<file path="config.mk">
export PLATFORM = sky130hd
export DESIGN_NAME = localizer_frame_sequencer
export DESIGN_NICKNAME = d
export VERILOG_FILES = /design/src/rtl/localizer_pkg.sv /design/src/rtl/sat_counter.sv /design/src/rtl/localizer_frame_sequencer.sv
export SDC_FILE = /design/constraint.sdc
export NUM_CORES = 1
export LEC_CHECK = 0
export ABC_AREA = 1
export CORE_MARGIN = 8
export CORE_UTILIZATION = 49
export DETAILED_ROUTE_END_ITERATION = 16
export PLACE_DENSITY = 0.86
export REMOVE_ABC_BUFFERS = 1
export SYNTH_ARGS = -nofsm -noshare
export SYNTH_HDL_FRONTEND = slang
export SYNTH_SLANG_ARGS = --single-unit
</file>
<file path="constraint.sdc">
create_clock -name clk_in -period 4.5 [get_ports clk_in]
set_input_delay 0.9 -clock clk_in [delete_from_list [all_inputs] [get_ports clk_in]]
set_output_delay 0.9 -clock clk_in [all_outputs]
set_load 0.02 [all_outputs]
</file>
<file path="src/rtl/localizer_pkg.sv">
// Shared types and constants for the localizer frame sequencer.
//   seq_state_t : sequencer FSM states
//   FFT_BEAT_W  : width of one FFT beat (4 mics x 16b re/im, imag in the upper half)
//   BIN_W       : width of a localizer direction bin
//   CNT_W       : width of the frame statistics counters
//   safe_clog2  : $clog2 that never returns 0, so derived vectors keep at least one bit
package localizer_pkg;

    localparam int unsigned FFT_BEAT_W = 128;
    localparam int unsigned BIN_W      = 4;
    localparam int unsigned CNT_W      = 16;

    typedef enum logic [1:0] {
        IDLE        = 2'd0,
        STREAM      = 2'd1,
        WAIT_RESULT = 2'd2
    } seq_state_t;

    function automatic int unsigned safe_clog2(input int unsigned value);
        return (value > 1) ? $clog2(value) : 1;
    endfunction

endpackage

</file>
<file path="src/rtl/sat_counter.sv">
// Saturating up-counter used for the frame statistics.
//   clk   : clock
//   rst_n : asynchronous active-low reset, clears the count
//   inc   : increment request, ignored once the count is all ones
//   count : current count
module sat_counter #(
    parameter int unsigned WIDTH = 16
) (
    input  logic             clk,
    input  logic             rst_n,
    input  logic             inc,
    output logic [WIDTH-1:0] count
);

    logic [WIDTH-1:0] count_q;

    always_ff @(posedge clk or negedge rst_n) begin
        if (!rst_n) begin
            count_q <= '0;
        end else if (inc && (count_q != {WIDTH{1'b1}})) begin
            count_q <= count_q + 1'b1;
        end
    end

    assign count = count_q;

endmodule

</file>
<file path="src/rtl/localizer_frame_sequencer.sv">
// Admits whole FFT frames into the localizer datapath, decimates the frame rate and waits for the
// localizer's bin result with a timeout. One frame is in flight at a time.
//   clk_in / rst_n_in                : clock, asynchronous active-low reset
//   fft_data_in/valid_in/last_in     : FFT output stream (cannot be stalled)
//   loc_ready_in                     : localizer ready to take a frame
//   loc_data/valid/last_out          : registered forward of admitted beats (1-cycle latency)
//   beat_idx_out                     : index of the forwarded beat within its frame
//   bin_in / bin_valid_in            : localizer result
//   bin_out / bin_valid_out          : last accepted bin, pulse on update
//   busy_out                         : sequencer not idle
//   timeout_out                      : pulse when a result did not arrive in time
//   overrun_out                      : sticky, localizer dropped ready mid-frame
//   frames_done_out / dropped_out    : saturating frame statistics
module localizer_frame_sequencer
    import localizer_pkg::*;
#(
    parameter int unsigned FFT_SIZE       = 1024,
    parameter int unsigned DECIMATE       = 4,
    parameter int unsigned TIMEOUT_CYCLES = 8192
) (
    input  logic                            clk_in,
    input  logic                            rst_n_in,
    input  logic [FFT_BEAT_W-1:0]           fft_data_in,
    input  logic                            fft_valid_in,
    input  logic                            fft_last_in,
    input  logic                            loc_ready_in,
    output logic [FFT_BEAT_W-1:0]           loc_data_out,
    output logic                            loc_valid_out,
    output logic                            loc_last_out,
    output logic [safe_clog2(FFT_SIZE)-1:0] beat_idx_out,
    input  logic [BIN_W-1:0]                bin_in,
    input  logic                            bin_valid_in,
    output logic [BIN_W-1:0]                bin_out,
    output logic                            bin_valid_out,
    output logic                            busy_out,
    output logic                            timeout_out,
    output logic                            overrun_out,
    output logic [CNT_W-1:0]                frames_done_out,
    output logic [CNT_W-1:0]                frames_dropped_out
);

    localparam int unsigned IDX_W = safe_clog2(FFT_SIZE);
    localparam int unsigned DEC_W = safe_clog2(DECIMATE);
    localparam int unsigned TMR_W = safe_clog2(TIMEOUT_CYCLES);

    localparam logic [IDX_W-1:0] IDX_LAST = IDX_W'(FFT_SIZE - 1);
    localparam logic [DEC_W-1:0] DEC_LAST = DEC_W'(DECIMATE - 1);
    localparam logic [TMR_W-1:0] TMR_LAST = TMR_W'(TIMEOUT_CYCLES - 1);

    seq_state_t state_q, state_d;

    // Only a tlast can raise this, so it also serves as the "synced" flag after reset.
    logic                  prev_last_q;
    logic [DEC_W-1:0]      dec_q;
    logic [IDX_W-1:0]      beat_cnt_q;
    logic [TMR_W-1:0]      timer_q;

    logic [FFT_BEAT_W-1:0] loc_data_q;
    logic                  loc_valid_q;
    logic                  loc_last_q;
    logic [IDX_W-1:0]      beat_idx_q;
    logic [BIN_W-1:0]      bin_q;
    logic                  bin_valid_q;
    logic                  timeout_q;
    logic                  overrun_q;

    logic                  frame_start;
    logic                  eligible;
    logic                  fwd;
    logic                  fwd_first;
    logic                  drop_inc;
    logic                  done_inc;
    logic                  bin_accept;
    logic                  timeout_d;
    logic [IDX_W-1:0]      idx_cur;
    logic [IDX_W-1:0]      idx_next;

    assign frame_start = fft_valid_in & prev_last_q;
    assign eligible    = (dec_q == '0);

    // Next-state and per-cycle control
    always_comb begin
        state_d    = state_q;
        fwd        = 1'b0;
        fwd_first  = 1'b0;
        drop_inc   = 1'b0;
        done_inc   = 1'b0;
        bin_accept = 1'b0;
        timeout_d  = 1'b0;

        unique case (state_q)
            IDLE: begin
                if (frame_start && eligible) begin
                    if (loc_ready_in) begin
                        fwd       = 1'b1;
                        fwd_first = 1'b1;
                        // A 1-beat frame is complete on admission.
                        state_d   = fft_last_in ? WAIT_RESULT : STREAM;
                    end else begin
                        drop_inc = 1'b1;
                    end
                end
            end
            STREAM: begin
                if (fft_valid_in) begin
                    fwd = 1'b1;
                    if (fft_last_in) begin
                        state_d = WAIT_RESULT;
                    end
                end
            end
            WAIT_RESULT: begin
                if (frame_start && eligible) begin
                    drop_inc = 1'b1;
                end
                // A result on the expiry cycle wins over the timeout.
                if (bin_valid_in) begin
                    bin_accept = 1'b1;
                    done_inc   = 1'b1;
                    state_d    = IDLE;
                end else if (timer_q == TMR_LAST) begin
                    timeout_d = 1'b1;
                    state_d   = IDLE;
                end
            end
            default: state_d = IDLE;
        endcase
    end

    always_comb begin
        idx_cur  = fwd_first ? '0 : beat_cnt_q;
        idx_next = (idx_cur == IDX_LAST) ? '0 : idx_cur + 1'b1;
    end

    always_ff @(posedge clk_in or negedge rst_n_in) begin
        if (!rst_n_in) begin
            state_q     <= IDLE;
            prev_last_q <= 1'b0;
            dec_q       <= '0;
            beat_cnt_q  <= '0;
            timer_q     <= '0;
        end else begin
            state_q <= state_d;
            if (fft_valid_in) begin
                prev_last_q <= fft_last_in;
            end
            if (frame_start) begin
                dec_q <= (dec_q == DEC_LAST) ? '0 : dec_q + 1'b1;
            end
            if (fwd) begin
                beat_cnt_q <= idx_next;
            end
            // Held at zero outside WAIT_RESULT so it starts from 0 on entry.
            if (state_q == WAIT_RESULT) begin
                timer_q <= timer_q + 1'b1;
            end else begin
                timer_q <= '0;
            end
        end
    end

    // Output register stage
    always_ff @(posedge clk_in or negedge rst_n_in) begin
        if (!rst_n_in) begin
            loc_data_q  <= '0;
            loc_valid_q <= 1'b0;
            loc_last_q  <= 1'b0;
            beat_idx_q  <= '0;
            bin_q       <= '0;
            bin_valid_q <= 1'b0;
            timeout_q   <= 1'b0;
            overrun_q   <= 1'b0;
        end else begin
            loc_valid_q <= fwd;
            loc_last_q  <= fwd & fft_last_in;
            if (fwd) begin
                loc_data_q <= fft_data_in;
                beat_idx_q <= idx_cur;
            end
            if (bin_accept) begin
                bin_q <= bin_in;
            end
            bin_valid_q <= bin_accept;
            timeout_q   <= timeout_d;
            if ((state_q == STREAM) && fft_valid_in && !loc_ready_in) begin
                overrun_q <= 1'b1;
            end
        end
    end

    sat_counter #(
        .WIDTH (CNT_W)
    ) u_done_cnt (
        .clk   (clk_in),
        .rst_n (rst_n_in),
        .inc   (done_inc),
        .count (frames_done_out)
    );

    sat_counter #(
        .WIDTH (CNT_W)
    ) u_dropped_cnt (
        .clk   (clk_in),
        .rst_n (rst_n_in),
        .inc   (drop_inc),
        .count (frames_dropped_out)
    );

    assign loc_data_out  = loc_data_q;
    assign loc_valid_out = loc_valid_q;
    assign loc_last_out  = loc_last_q;
    assign beat_idx_out  = beat_idx_q;
    assign bin_out       = bin_q;
    assign bin_valid_out = bin_valid_q;
    assign busy_out      = (state_q != IDLE);
    assign timeout_out   = timeout_q;
    assign overrun_out   = overrun_q;

endmodule

</file>
==> metrics.csv <==
stage;metric;value;unit
cells_and_area;area_delta_synth_final;45.0;%
die;initial_core_util;49.6;%
pwr;vdd_drop_max;0.000484;V
route;routed_wl;26.1;mm
route;first_pass_iters;5;
critical_path;r2r-end;loc_data_out[114];
route;drtIter0Drc;379;
synth;avgSynthCellArea;8.97;µm²
critical_path;worstSetupEndpoint;loc_data_out[114];
timing;fin_worst_skew;12.4;ps
pwr;p_leak;6.20;nW
critical_path;reg2reg_from;dec_q[0];
timing;finalSetupViolations;0;
worst_hold_path;hp-class;reg2reg;
synth;synth_warnings;0;
run_status;outcome;finished, final reports clean;
timing;setup_slack;1700;ps
critical_path;crit_arrival;3240;ps
placed_design;place_congestion;0.840;
clock_tree;clk_pin_slew;60;ps
clock_tree;clk_latency;510;ps
die;dieArea;22500;µm²
global_routing;grt_pass1_vias;7948;
synth;synthFlopType;dfrtp_1;
cells_and_area;drive_above_1_share;6.09;%
critical_path;cp.required;4940;ps
global_routing;grt_max_degree;126;
die;ioPinCount;318;
synth;synth_area;8820;µm²
clock_tree;post-cts-setup-buffers;0;
critical_path;crit_start;fft_valid_in;
clock_tree;ctsResizeCount;0;
placed_design;dp_slack;1250;ps
cells_and_area;nets;1441;
route;via_count;7527;
timing;min_period_over_period;62.3;%
critical_path;worstSetupEndpointType;register;
cells_and_area;final_cell_mix;nand2_1, clkdlybuf4s50_1, dfrtp_1, inv_1, nor2_1;
die;fp.dieH;150;µm
die;die_w;150;µm
route;drc;0;
clock_tree;clkSinkCount;207;
clock_tree;numCtsBuffers;23;
clock_tree;clockBufferDepth;3;
timing;fin_crit;2800;ps
route;viasPerCell;4.88;
timing;hold_viol;0;
timing;max-slew-margin-rel;32.0;%
synth;ys_ff_latch;207;
cells_and_area;fin_cells;1543;
synth;ys_async_sr_fraction;100;%
global_routing;grt_usage;23.1;%
route;wire_per_inst;16.9;µm
placed_design;place_hpwl;19.2;mm
global_routing;grt_pass1_wl;41.5;mm
critical_path;worstRegToRegCells;11;
pwr;power_density;651;nW/µm²
timing;hold_slack;462;ps
die;core;17800;µm²
clock_tree;postCtsHoldBufs;0;
synth;netlist_instances;983;
global_routing;grt_overflow;0;
job;maxCapViolCount;0;
timing;rsz0062_at_grt;no;
timing;tns;0;ps
cells_and_area;final_common_cell;nand2_1;
clock_tree;cts_tree;done;
route;drt.antenna.violating_nets;0;
critical_path;crit_path_max_fanout;72;
clock_tree;cts_root_buf;clkbuf_16;
critical_path;ff2ff_setup_slack;2080;ps
synth;yosysSeqAreaShare;58.8;%
global_routing;grt_antenna_before_repair;1;
placed_design;dp.cells;1501;
timing;worstMarginPinSlew;1020;ps
critical_path;start_kind;input pin;
clock_tree;htree_levels;1;
pwr;design_power_total;0.00832;W
timing;max_freq;0.357;GHz
cells_and_area;n_fill_cell;1295;
synth;yosysUniqueCellTypes;39;
die;fp-row-count;49;
placed_design;port_buffers;317;
critical_path;path_class;in2reg;
synth;synth_enable_flop_cells;0;
timing;finalMaxSlewViolations;0;
## sequential cells by signal, summed over array words and instances (netlist names), 4 cells and up
register             count
loc_data_out           128
u_done_cnt.count        16
u_dropped_cnt.count     16
timer_q                 13
beat_cnt_q              10
beat_idx_out            10
bin_out                  4
## synthesized netlist by cell type, types with 2 or more instances
cell type	number	area, µm²
nor2_2	2	12.5
a21oi_1	9	45.0
nor3_1	16	80.1
a22oi_1	2	15.0
buf_2	9	45.0
nor2_4	4	45.0
o21ai_0	26	130
nand4_1	8	50.1
inv_2	9	33.8
nand2_4	2	22.5
xnor2_1	7	61.3
nand2_2	2	12.5
buf_6	13	146
nand3_1	27	135
nor3b_1	2	15.0
nor2_8	2	40.0
nand3_2	3	30.0
mux2_2	4	45.0
inv_4	2	12.5
o22ai_1	2	12.5
nand2_1	484	1820
dfrtp_1	207	5180
nor2_1	35	131
ha_1	6	75.1
nor3_2	3	30.0
inv_1	48	180
clkbuf_1	2	7.51
buf_4	11	82.6
xor2_1	26	228
## cell families (layout without fill, tap and decap cells)
kind of cell,after synthesis,after routing,synth area share [%]
xor+xnor,33,33,3.28
flops,207,207,58.8
compound gates,45,45,2.81
simple gates,594,594,28.0
other cells,0,1,0
fa+ha+maj,6,6,0.852
buf+inv,94,424,5.76
mux,4,4,0.511
## area by class of cell
| cell class | count | area, µm² | share of cell area (%) |
|---|---|---|---|
| sequential | 207 | 5180 | 40.5 |
| timing repair buffer | 324 | 3240 | 25.4 |
| clock buffer | 35 | 681 | 5.33 |
| multi-input combinational | 682 | 3130 | 24.5 |
| inverter | 59 | 226 | 1.77 |
| tap | 229 | 287 | 2.24 |
| antenna | 1 | 2.50 | 0.0196 |
| clock inverter | 6 | 33.8 | 0.264 |
## where the power goes
part / internal [W] / switching (W) / total [W]
sequential: 0.00254 / 0.000426 / 0.00297
clock: 0.00104 / 0.000732 / 0.00177
combinational: 0.00157 / 0.00201 / 0.00358
total: 0.00515 / 0.00317 / 0.00832
## worst max-delay path, cell delays in order
cell	delay (ps)
clkdlybuf4s50_1	560
inv_2	80
nor3_4	350
nor2_8	170
inv_4	550
buf_4	390
nand2_1	110
nand2_1	90
## worst min-delay path by stage
| stage | start | to | slack, ps | cells past startpoint |
|---|---|---|---|---|
| floorplan | timer_q[0] | timer_q[0] | 430 | 1 |
| global placement | timer_q[0] | timer_q[0] | 450 | 1 |
| detailed placement | timer_q[0] | timer_q[0] | 450 | 1 |
| CTS | timer_q[0] | timer_q[0] | 460 | 1 |
| global route | loc_data_out[72] | loc_data_out[72] | 500 | 2 |
| finish | timer_q[0] | timer_q[0] | 460 | 1 |
## metal layers
layer,routed length [µm],track usage [%],part of all wire (%)
met1,9640,25.9,37
met2,13000,39.7,50
met3,2330,8.09,8.9
met4,1100,9.15,4.2
met5,13,0,0.050
## through the flow
step / utilization (%) / area [µm²]
after global routing: 71.9 / 12800
after detailed placement: 67.8 / 12100
final: 71.9 / 12800
after CTS: 71.9 / 12800
after global placement: 67.8 / 12100
after floorplan: - / 8530
(Power assumes the default switching activity.)
